==> src/rtl/hash_table_master_pkg.sv <==
// hash_table_master_pkg
// Shared opcodes, response status codes and FSM state encoding for
// hash_table_master and its timer.
package hash_table_master_pkg;

    localparam logic [1:0] OP_INSERT  = 2'b00;
    localparam logic [1:0] OP_DELETE  = 2'b01;
    localparam logic [1:0] OP_SEARCH  = 2'b10;
    localparam logic [1:0] OP_ILLEGAL = 2'b11;

    typedef enum logic [1:0] {
        ST_OK          = 2'b00,
        ST_TABLE_ERROR = 2'b01,
        ST_TIMEOUT     = 2'b10,
        ST_BAD_OP      = 2'b11
    } rsp_status_e;

    typedef enum logic [1:0] {
        S_IDLE  = 2'b00,
        S_ISSUE = 2'b01,
        S_WAIT  = 2'b10,
        S_RESP  = 2'b11
    } state_e;

    function automatic logic is_legal_op(input logic [1:0] op);
        return op != OP_ILLEGAL;
    endfunction

endpackage

==> src/rtl/hash_table_master_timer.sv <==
// hash_table_master_timer
// Loadable 16-bit up-counter used as the WAIT-state watchdog.
// Ports:
//   clk, rst  clock, asynchronous active-high reset
//   load      clear the count to zero (has priority over inc)
//   inc       count up by one
//   limit     expiry threshold (1..65535)
//   count     current count
//   expired   high in the cycle whose increment brings count up to limit
module hash_table_master_timer
    import hash_table_master_pkg::*;
(
    input  logic        clk,
    input  logic        rst,
    input  logic        load,
    input  logic        inc,
    input  logic [15:0] limit,
    output logic [15:0] count,
    output logic        expired
);

    always_ff @(posedge clk or posedge rst) begin
        if (rst)
            count <= 16'd0;
        else if (load)
            count <= 16'd0;
        else if (inc)
            count <= count + 16'd1;
    end

    // Count is k-1 during the k-th counted cycle, so the limit is hit
    // in the cycle that would complete the limit-th increment.
    assign expired = (count + 16'd1) == limit;

endmodule

==> src/rtl/hash_table_master.sv <==
// hash_table_master
// Single-outstanding initiator for a hash table op port. Accepts a
// command (valid/ready), issues a one-cycle op_en with registered
// operands, waits for op_done and returns status/value/collision count
// on a valid/ready response channel.
// Optional feature: define HT_MASTER_TIMEOUT_EN to abort a WAIT that
// lasts TIMEOUT_CYCLES cycles with status TIMEOUT.
// Ports:
//   clk, rst                       clock, asynchronous active-high reset
//   cmd_valid/ready/op/key/value   command channel
//   op_en/sel/key/value            request to the table
//   op_value_out/done/error/collision_count  table completion
//   rsp_valid/ready/status/value/collision_count  response channel
//   busy                           high whenever the FSM is not idle
module hash_table_master
    import hash_table_master_pkg::*;
#(
    parameter int KEY_WIDTH      = 32,
    parameter int VALUE_WIDTH    = 32,
    parameter int CNT_WIDTH      = 2,
    parameter int TIMEOUT_CYCLES = 16
) (
    input  logic                   clk,
    input  logic                   rst,
    input  logic                   cmd_valid,
    output logic                   cmd_ready,
    input  logic [1:0]             cmd_op,
    input  logic [KEY_WIDTH-1:0]   cmd_key,
    input  logic [VALUE_WIDTH-1:0] cmd_value,
    output logic                   op_en,
    output logic [1:0]             op_sel,
    output logic [KEY_WIDTH-1:0]   op_key,
    output logic [VALUE_WIDTH-1:0] op_value,
    input  logic [VALUE_WIDTH-1:0] op_value_out,
    input  logic                   op_done,
    input  logic                   op_error,
    input  logic [CNT_WIDTH-1:0]   op_collision_count,
    output logic                   rsp_valid,
    input  logic                   rsp_ready,
    output logic [1:0]             rsp_status,
    output logic [VALUE_WIDTH-1:0] rsp_value,
    output logic [CNT_WIDTH-1:0]   rsp_collision_count,
    output logic                   busy
);

    state_e      state;
    rsp_status_e rsp_status_q;
    logic        accept;
    logic        timeout_hit;

    assign accept = (state == S_IDLE) && cmd_valid;

`ifdef HT_MASTER_TIMEOUT_EN
    logic [15:0] tmr_count;
    logic        tmr_expired;

    hash_table_master_timer u_timer (
        .clk     (clk),
        .rst     (rst),
        .load    (accept && is_legal_op(cmd_op)),
        .inc     (state == S_WAIT),
        .limit   (16'(TIMEOUT_CYCLES)),
        .count   (tmr_count),
        .expired (tmr_expired)
    );

    assign timeout_hit = (state == S_WAIT) && tmr_expired;
`else
    assign timeout_hit = 1'b0;
`endif

    always_ff @(posedge clk or posedge rst) begin
        if (rst) begin
            state               <= S_IDLE;
            op_sel              <= 2'b00;
            op_key              <= '0;
            op_value            <= '0;
            rsp_status_q        <= ST_OK;
            rsp_value           <= '0;
            rsp_collision_count <= '0;
        end else begin
            case (state)
                S_IDLE: begin
                    if (cmd_valid) begin
                        op_sel   <= cmd_op;
                        op_key   <= cmd_key;
                        op_value <= cmd_value;
                        if (is_legal_op(cmd_op)) begin
                            state <= S_ISSUE;
                        end else begin
                            rsp_status_q        <= ST_BAD_OP;
                            rsp_value           <= '0;
                            rsp_collision_count <= '0;
                            state               <= S_RESP;
                        end
                    end
                end
                // op_done is honoured in ISSUE too, so a zero-latency table
                // skips WAIT entirely. op_done beats a same-cycle timeout.
                S_ISSUE, S_WAIT: begin
                    if (op_done) begin
                        rsp_status_q        <= op_error ? ST_TABLE_ERROR : ST_OK;
                        rsp_value           <= (op_sel == OP_SEARCH && !op_error)
                                               ? op_value_out : '0;
                        rsp_collision_count <= op_collision_count;
                        state               <= S_RESP;
                    end else if (timeout_hit) begin
                        rsp_status_q        <= ST_TIMEOUT;
                        rsp_value           <= '0;
                        rsp_collision_count <= '0;
                        state               <= S_RESP;
                    end else begin
                        state <= S_WAIT;
                    end
                end
                S_RESP: begin
                    if (rsp_ready)
                        state <= S_IDLE;
                end
                default: state <= S_IDLE;
            endcase
        end
    end

    // Gated by rst so the command side sees not-ready during reset even
    // though the state register already reads IDLE.
    assign cmd_ready  = (state == S_IDLE) && !rst;
    assign op_en      = (state == S_ISSUE);
    assign rsp_valid  = (state == S_RESP);
    assign busy       = (state != S_IDLE);
    assign rsp_status = rsp_status_q;

endmodule

==> config.mk <==
export PLATFORM = sky130hd
export DESIGN_NAME = hash_table_master
export DESIGN_NICKNAME = d
export VERILOG_FILES = /design/src/rtl/hash_table_master_pkg.sv /design/src/rtl/hash_table_master_timer.sv /design/src/rtl/hash_table_master.sv
export SDC_FILE = /design/constraint.sdc
export NUM_CORES = 1
export LEC_CHECK = 0
export CORE_ASPECT_RATIO = 1.75
export CORE_MARGIN = 3
export CORE_UTILIZATION = 44
export DETAILED_ROUTE_END_ITERATION = 10
export PLACE_DENSITY = 0.85
export RECOVER_POWER = 25
export SLEW_MARGIN = 20
export SYNTH_ARGS = -nofsm -noshare
export SYNTH_HDL_FRONTEND = slang
export SYNTH_HIERARCHICAL = 1
export SYNTH_SLANG_ARGS = --single-unit
==> constraint.sdc <==
create_clock -name clk -period 7.3 [get_ports clk]
set_input_delay 1.825 -clock clk [delete_from_list [all_inputs] [get_ports clk]]
set_output_delay 1.825 -clock clk [all_outputs]
set_load 0.05 [all_outputs]
Word-level counts from Yosys, hierarchy flattened
Index checks and enable logic that the tools add are counted.
Word-level totals
  word-level logic and storage cells: 46
  output and inout port bits: 106
  input bits: 106
  flip-flop bits (word level): 104
Cells by class
  reductions and logical operators: 11
  equal/unequal tests: 9
  multiplexer cells: 19
Operators with widths (count)
  32-bit two-way mux: 4
  32-bit case mux with 2 select lines: 1
  2-bit two-way mux: 9
  2-bit != test (second input constant): 4
  2-bit case mux with 2 select lines: 2
  2-bit == test (second input constant): 3
  2-bit case mux with 3 select lines: 1
  2-bit AND reduction: 2
  4-bit AND reduction: 1
  2-bit nonzero test: 2
  2-bit by 1-bit == test with 1-bit output (second input constant): 1
  1-bit logical AND: 2
  1-bit logical NOT: 2
  2-bit logical NOT: 1
  1-bit two-way mux: 2
  2-bit by 1-bit != test with 1-bit output (second input constant): 1
  2-bit OR reduction: 1

Depth between registers and ports, before layout
Gate-level depths: netlist (run 1).
  depth after elaboration: 5
  mapped depth: 7
  depth with buffers taken out: 5

Worst setup path before layout (run 1)
No wires, ideal clock.
  kind: input port to output port
  start: input rst
  end: output cmd_ready
  path buffers: 0
  stages on the path: 1
  data arrival time: 2.470 ns
  setup slack: 3.005 ns
  required time: 5.475 ns
  cell sequence: nor2_1
On the way
  longest elaborated chain between the ends: 2
RTL lines
  from (decl): line hash_table_master.sv:24  | input logic rst,
  1-bit logical NOT: line hash_table_master.sv:127  | assign cmd_ready = (state == S_IDLE) && !rst;
  1-bit logical AND: line hash_table_master.sv:127
  to (decl): line hash_table_master.sv:26  | output logic cmd_ready,
Every way passes these cells.

Final worst setup path (run 1)
Ends and elaborated chain as after synthesis.

==> results.yml, run 1 <==
global_route:
  grt_antenna_before_repair: 0
  grt_max_degree: 67
  grt_overflow: 0
  grt_pass1_vias: 3539
  globalRouteTotalUtil_pct: 20.5
  grt_pass1_wl_um: 17800
power_and_ir_drop:
  power.static_leakage_uw: 0.00306
  total_power_uw: 3730
  power_switching_share_pct: 46.6
  total_switching_power_uw: 1740
  pwr-share-comb_pct: 61.3
  p_seq_share_pct: 26.2
  pwr_density_cell_nw_per_um2: 543
  vdd_drop_max_uv: 385
  internal_power_uw: 1990
  pwr-share-clk_pct: 12.5
timing:
  timing.hold.ws_ns: 0.505
  final_max_slew_viol_count: 107
  timing.fmax_mhz: 195
  timing_worst_slew_pin_value_ns: 1.79
  hold_violations: 0
  max-slew-margin-rel_pct: -20.2
  finalSetupTns_ns: 0
  finalClockSkew_ns: 0.00650
  period_needed_ns: 5.13
  rsz0062_at_grt: "no"
  post-route-period-util_pct: 70.3
  report.final.setup_viol: 0
layout:
  syn2layout_area_growth_pct: 53.9
  diodes: 0
  fillers: 726
  drive_gt1_share_pct: 17.2
  final_core_util_pct: 69.3
  finalNetCount: 632
  final_area_sq_um: 6870
critical_path:
  required_ns: 5.48
  reg2reg_from: "state[0]"
  reg2reg_slack_ns: 5.00
  arrival_ns: 3.31
  timing_worst_setup_path_type: "primary input to output port"
  crit_fanout: 2
  reg2reg_to: "rsp_status[0]"
  cp-start-kind: "primary input"
  worst_setup_ep_type: "output port"
  worst-r2r-cell-count: 6
place:
  place_area_sq_um: 6590
  place_hpwl_um: 8590
  numPortBuffers: 211
  gpl.final_weighted_congestion: 0.765
clock_tree:
  ctsResizeCount: 0
  clock_latency_ns: 0.33
  clkTransAtPathRegs_ns: 0.07
  post-cts-setup-buffer-count: 0
  clock_path_buffers: 2
  clk_root_buffer_cell: "clkbuf_16"
  cts-htree-levels: 3
  tritoncts_clock_tree: "done"
  ctsHoldBuffers: 0
  cts_buffers: 9
  clkSinkCount: 104
yosys:
  postSynth.asyncResetShare_pct: 100
  synth_top_cell_area_share_pct: 58.3
  synth_warnings: 6
  synth.cells.most_frequent: "dfrtp_1 (104), inv_1 (40), mux2_4 (40)"
  synth_enable_flop_cells: 0
  post_synth_inst_count: 314
  synth.most_common_cell: "dfrtp_1"
  synth.net_count: 423
  synth-seq-cells: 104
  synth_sequential_area_ratio_pct: 58.3
  synth_area_sq_um: 4460
  postSynth.topFlopCell: "dfrtp_1"
  syn-mean-instance-area_sq_um: 14.2
  synth.lib_cells_used.distinct: 20
  synth.largest_area_cell: "dfrtp_1"
  synth_area_leaders: "dfrtp_1 (58%), mux2_4 (13%), mux2i_1 (7.6%)"
floorplanning:
  chipHeight_um: 139
  rows: 48
  chipWidth_um: 82.1
  die_area_sq_um: 11400
  pin_count: 212
  start_util_pct: 45.1
  core_area_sq_um: 9910
detailed_routing:
  drtPass1Iterations: 3
  wl_um: 11300
  final_antenna_net_count: 0
  drt-wirelength-per-cell_um: 17.3
  drt-vias-per-instance: 4.74
  dr.first_iter.drc_count: 47
  routed-via-count: 3096
  drcViolationCount: 0
min_path:
  hold_path_startpoint: "op_key[9]"
  worstHoldPathType: "flip-flop to flip-flop"
  hold-path-endpoint: "op_key[9]"
  min_path_cells: 1
outcome:
  failed_checks: "max-capacitance violations, max-slew violations"
  status: "finished with violations"
job:
  drv_cap: 2
==> layout make-up <==
type	instances	area (sq um)	share of cell area [%]
timing repair buffer	213	2120	30.9
multi-input combinational	155	1550	22.5
tap	125	156	2.28
clock inverter	6	60.1	0.874
clock buffer	10	229	3.33
inverter	40	151	2.20
sequential	104	2600	37.9
==> flip-flops by register name, summed over array words and instances (netlist names) <==
register,cells
op_sel,2
state,2
rsp_status,2
op_value,32
op_key,32
rsp_collision_count,2
rsp_value,32
==> power groups by stage <==
stage	logic [uW]	registers, uW	clock network (uW)
global route	2380	1010	504
global placement	2270	967	0
detailed placement	2300	987	0
finish	2290	977	467
floorplan	780	1850	0
CTS	2310	980	480
==> worst max-delay path, cell delays in order <==
cell	delay, ns
dlygate4sd3_1	0.57
nor2_1	0.10
clkdlybuf4s50_1	0.81
==> layout by cell type (no fill, tap or decap), types with 2 or more instances in the layout <==
cell type	netlist	layout
o21ai_0	3	3
nand2_1	34	34
clkdlybuf4s50_1	0	208
nand3_1	3	3
ha_1	3	3
inv_1	40	39
clkinv_2	0	3
dfrtp_1	104	104
clkinvlp_4	0	2
mux2_4	40	40
or2b_1	2	2
clkbuf_16	0	9
dlygate4sd3_1	0	3
mux2i_1	34	34
mux2_2	29	29
==> how the worst max path moves through the flow <==
stage                     from   endpoint  slack (ns)
after floorplan            rst  op_key[0]        2.74
after global placement     rst  cmd_ready        2.26
after detailed placement   rst  cmd_ready        2.25
after CTS                  rst  cmd_ready        2.25
after global routing       rst  cmd_ready        2.11
final                      rst  cmd_ready        2.17
==> per-layer routing <==
layer	up-vias	global-route usage [%]	part of all wire [%]
met5	-	0	0
met4	0	8.23	3.2
met3	23	5.57	6.3
met2	126	37.0	56
met1	1507	21.6	35
li1	1440	-	-
==> kinds of logic after synthesis <==
kind of cell / Yosys count / share of synthesized area [%]
muxes: 103 / 28.4
AOI/OAI and AO/OA: 5 / 0.813
DFF: 104 / 58.3
and+or+nand+nor: 44 / 4.34
buffers and inverters: 55 / 7.31
adders and majority gates: 3 / 0.841
==> through the flow <==
step,std cells,setup slack [ns]
final,653,2.17
after global routing,653,2.11
after CTS,653,2.25
after detailed placement,637,2.25
after global placement,637,2.26
after floorplan,314,2.74
Power figures use the tool's default switching activity.
==> inputs of run 2 (changes only) <==
- CORE_UTILIZATION: 44 -> 41
- PLACE_DENSITY: 0.85 -> 0.8
- clock period: 7.3 -> 5.3 ns (I/O delays scaled with it)
==> run 2 against run 1 <==
The run still ends with max-capacitance violations, max-slew violations left. Clock power up 48%. Count of clock-buffer cells in the layout unchanged. Worst setup slack worse by 0.96 ns.
==> results.yml, run 2 (synthesis results as in run 1) <==
outcome:
  status: "finished with violations"
  failed_checks: "max-capacitance violations, max-slew violations"
critical_path:
  crit_path_top_delay_cell: "clkdlybuf4s50_1"
  timing_worst_setup_path_type: "primary input to output port"
  cp_startpoint: "rst"
  required_ns: 3.97
  setup.worst_path.end: "cmd_ready"
  worstPathBufferInverterCount: 2
  arrival_ns: 2.77
  critical-path-max-stage-delay_ns: 0.81
  reg2reg_from: "state[0]"
  reg2reg_to: "rsp_status[0]"
  cp-start-kind: "primary input"
  critical_path.top_delay_family: "buffers and inverters"
  critical_path_cell_by_cell: "dlygate4sd3_1, nor2_1, clkdlybuf4s50_1"
  stages_on_worst_setup_path: 3
  worst_setup_ep_type: "output port"
  worst-r2r-cell-count: 6
  crit_fanout: 2
  reg2reg_slack_ns: 3.02
power_and_ir_drop:
  vdd_drop_max_uv: 508
  pwr_density_cell_nw_per_um2: 753
  power.static_leakage_uw: 0.00307
timing:
  finalSetupTns_ns: 0
  hold_violations: 0
  timing.hold.ws_ns: 0.509
  finalClockSkew_ns: 0.00747
  rsz0062_at_grt: "no"
  report.final.setup_viol: 0
  period_needed_ns: 4.10
  timing.fmax_mhz: 244
  post-route-period-util_pct: 77.3
  timing_worst_slew_pin_value_ns: 2.62
  max-slew-margin-rel_pct: -74.6
  final_max_slew_viol_count: 70
  worst_slack_ns: 1.20
clock_tree:
  clk_root_buffer_cell: "clkbuf_16"
  cts-htree-levels: 3
  clkSinkCount: 104
  ctsHoldBuffers: 0
  tritoncts_clock_tree: "done"
  clock_path_buffers: 2
  ctsResizeCount: 0
  post-cts-setup-buffer-count: 0
  clkTransAtPathRegs_ns: 0.07
  cts_buffers: 9
  clock_latency_ns: 0.35
layout:
  largestRegisters: "op_key (32), op_value (32), rsp_value (32)"
  drive_gt1_share_pct: 17.2
  multi_input_comb_area_sq_um: 1550
  layout.cells.most_common_list: "clkdlybuf4s50_1 (209), dfrtp_1 (104), inv_1 (40), mux2_4 (40)"
  fillers: 786
  area.sequential_sq_um: 2600
  final_common_cell: "clkdlybuf4s50_1"
  diodes: 0
  finalNetCount: 632
  syn2layout_area_growth_pct: 54.6
global_route:
  gr-usage-met2_pct: 35.8
  met1_usage_pct: 20.3
  grt_use_met3_pct: 4.85
  grt_pass1_vias: 3575
  grt_max_degree: 70
  grt_pass1_wl_um: 18500
  grt_overflow: 0
  globalRouteTotalUtil_pct: 19.6
  grt_antenna_before_repair: 0
  grt_busiest_layer: "met2"
place:
  gpl.final_weighted_congestion: 0.777
  numPortBuffers: 211
  preCtsSetupSlack_ns: 1.28
  place_hpwl_um: 9100
floorplanning:
  pin_count: 212
  die_area_sq_um: 12200
  start_util_pct: 42.6
  chipHeight_um: 144
  core_area_sq_um: 10500
  rows: 49
  chipWidth_um: 84.9
detailed_routing:
  drtPass1Iterations: 4
  dr.first_iter.drc_count: 72
  drt-wirelength-per-cell_um: 18.3
  final_antenna_net_count: 0
  drcViolationCount: 0
  drt-vias-per-instance: 4.81
  routed-via-count: 3150
  wl_um: 12000
min_path:
  min_path_cells: 1
  worstHoldPathType: "flip-flop to flip-flop"
job:
  drv_cap: 1
[run 2: layout make-up]
cell class / count / area share, %
sequential: 104 / 37.7
clock buffer: 10 / 3.46
timing repair buffer: 213 / 30.8
inverter: 40 / 2.18
multi-input combinational: 155 / 22.4
tap: 127 / 2.30
clock inverter: 6 / 1.09
[run 2: how the worst min path moves through the flow]
| stage | from | to | slack, ns |
|---|---|---|---|
| 4_1_cts | op_key[25] | op_key[25] | 0.51 |
| 6_report | op_key[25] | op_key[25] | 0.51 |
| 5_1_grt | op_key[25] | op_key[25] | 0.52 |
| 2_1_floorplan | state[1] | state[1] | 0.51 |
| 3_5_place_dp | op_value[9] | op_value[9] | 0.49 |
| 3_3_place_gp | op_key[29] | op_key[29] | 0.49 |
[run 2: through the flow]
step / area, sq um / total power [uW] / instances / util, %
detailed placement: 6590 / 4540 / 639 / 62.8
global route: 6900 / 5420 / 655 / 65.8
finish: 6900 / 5200 / 655 / 65.8
CTS: 6900 / 5260 / 655 / 65.8
floorplan: 4460 / 3620 / 314 / -
global placement: 6590 / 4470 / 639 / 62.8
[run 2: power breakdown]
group	switching, uW	total (uW)	internal (uW)
sequential	204	1350	1150
clock	303	689	386
combinational	1920	3160	1230
total	2430	5200	2770
[run 2: metal layers]
metal | up-vias | part of all wire, %
met4 | 0 | 4.5
met5 | - | 0
met2 | 138 | 56
met1 | 1548 | 33
li1 | 1433 | -
met3 | 31 | 5.9
==> inputs of run 3 (changes only) <==
- clock period: 5.3 -> 3.9 ns (I/O delays scaled with it)
==> run 3 against run 2 <==
The flow now finishes without violations. Worst setup slack worse by 0.72 ns. Die area stayed put. Global-route usage is 0.15 points higher. Worst hold slack worse by 0.0022 ns. First-iteration DRC count is 38% higher. Clock skew is 0.0061 ns higher. Wire length is 0.78% lower. Utilization is 0.38 points higher. Final area is 0.58% higher. Critical path depth stayed put. Largest cell class unchanged. Largest power group unchanged.
==> results.yml, run 3 (synthesis results as in run 1) <==
detailed_routing:
  routed-via-count: 3142
  drt-vias-per-instance: 4.78
  drtPass1Iterations: 4
  drt-wirelength-per-cell_um: 18.1
  wl_um: 11900
  final_antenna_net_count: 0
  drcViolationCount: 0
  dr.first_iter.drc_count: 99
critical_path:
  crit_fanout: 2
  arrival_ns: 2.44
  critical_path_cell_by_cell: "dlygate4sd3_1, nor2_1, clkdlybuf4s50_1"
  critical-path-max-stage-delay_ns: 0.81
  reg2reg_to: "rsp_value[11]"
  reg2reg_slack_ns: 1.58
  worstPathBufferInverterCount: 2
  worst_setup_ep_type: "output port"
  cp-start-kind: "primary input"
  timing_worst_setup_path_type: "primary input to output port"
  required_ns: 2.92
  worst-r2r-cell-count: 7
  crit_path_top_delay_cell: "clkdlybuf4s50_1"
  reg2reg_from: "state[0]"
  critical_path.top_delay_family: "buffers and inverters"
  stages_on_worst_setup_path: 3
timing:
  final_max_slew_viol_count: 0
  timing.hold.ws_ns: 0.507
  post-route-period-util_pct: 87.6
  finalSetupTns_ns: 0
  report.final.setup_viol: 0
  timing_worst_slew_pin_value_ns: 1.38
  period_needed_ns: 3.42
  worst_slack_ns: 0.485
  timing.fmax_mhz: 293
  max-slew-margin-rel_pct: 7.79
  finalClockSkew_ns: 0.0136
  hold_violations: 0
  rsz0062_at_grt: "no"
power_and_ir_drop:
  p_seq_share_pct: 25.7
  power_switching_share_pct: 46.2
  power.static_leakage_uw: 0.00309
  total_power_uw: 7110
  vdd_drop_max_uv: 592
  total_switching_power_uw: 3290
  pwr-share-clk_pct: 13.8
  pwr-share-comb_pct: 60.5
  internal_power_uw: 3820
  pwr_density_cell_nw_per_um2: 1020
global_route:
  globalRouteTotalUtil_pct: 19.8
  grt_max_degree: 67
  grt_overflow: 0
  grt_antenna_before_repair: 0
  grt_pass1_wl_um: 18800
  grt_pass1_vias: 3535
place:
  placed_cells: 641
  gpl.final_weighted_congestion: 0.770
  preCtsSetupSlack_ns: 0.582
  numPortBuffers: 211
  place_hpwl_um: 8990
floorplanning:
  pin_count: 212
  chipWidth_um: 84.9
  chipHeight_um: 144
  die_area_sq_um: 12200
  core_area_sq_um: 10500
  start_util_pct: 42.6
  rows: 49
clock_tree:
  clk_root_buffer_cell: "clkbuf_16"
  ctsHoldBuffers: 0
  tritoncts_clock_tree: "done"
  ctsResizeCount: 0
  cts-htree-levels: 3
  clkTransAtPathRegs_ns: 0.07
  clock_path_buffers: 2
  cts_buffers: 9
  post-cts-setup-buffer-count: 0
  clkSinkCount: 104
  clock_latency_ns: 0.34
layout:
  drive_gt1_share_pct: 17.7
  syn2layout_area_growth_pct: 55.5
  layout.cells.most_common_list: "clkdlybuf4s50_1 (209), dfrtp_1 (104), mux2_4 (40), inv_1 (39)"
  final_common_cell: "clkdlybuf4s50_1"
  fillers: 759
  multi_input_comb_area_sq_um: 1550
  area.sequential_sq_um: 2600
  final_cells: 657
  finalNetCount: 634
  largestRegisters: "op_key (32), op_value (32), rsp_value (32)"
  diodes: 0
outcome:
  status: "finished, final reports clean"
min_path:
  hold-path-endpoint: "op_key[12]"
  min_path_cells: 1
  worstHoldPathType: "flip-flop to flip-flop"
  hold_path_startpoint: "op_key[12]"
job:
  drv_cap: 0
## run 3: how the worst max path moves through the flow
stage               startpoint          to
floorplan                  rst   op_key[0]
global placement           rst   cmd_ready
detailed placement         rst   cmd_ready
CTS                        rst   cmd_ready
global route               rst  op_key[27]
finish                     rst   cmd_ready
## run 3: final cells by class
| type | instances | area share (%) |
|---|---|---|
| clock inverter | 6 | 1.30 |
| timing repair buffer | 215 | 31.0 |
| tap | 127 | 2.29 |
| clock buffer | 10 | 3.44 |
| sequential | 104 | 37.5 |
| inverter | 40 | 2.16 |
| multi-input combinational | 155 | 22.3 |
## run 3: power by group through the flow
| stage | clock network (uW) | registers, uW | logic [uW] |
|---|---|---|---|
| 5_1_grt | 1050 | 1900 | 4470 |
| 3_3_place_gp | 0 | 1810 | 4270 |
| 3_5_place_dp | 0 | 1850 | 4320 |
| 4_1_cts | 1010 | 1830 | 4340 |
| 2_1_floorplan | 0 | 3460 | 1460 |
| 6_report | 983 | 1830 | 4300 |
## run 3: per-stage QoR
| step | area (sq um) | util, % |
|---|---|---|
| 6_report | 6940 | 66.2 |
| 3_3_place_gp | 6630 | 63.2 |
| 5_1_grt | 6940 | 66.2 |
| 3_5_place_dp | 6630 | 63.2 |
| 2_1_floorplan | 4460 | - |
| 4_1_cts | 6960 | 66.4 |
## run 3: routing by layer
metal	vias to the layer above	wire length (um)	track usage, %
met5	-	0	0
met4	0	442	8.51
met3	25	695	4.62
met2	126	6510	35.7
met1	1550	4220	22.0
li1	1441	-	-
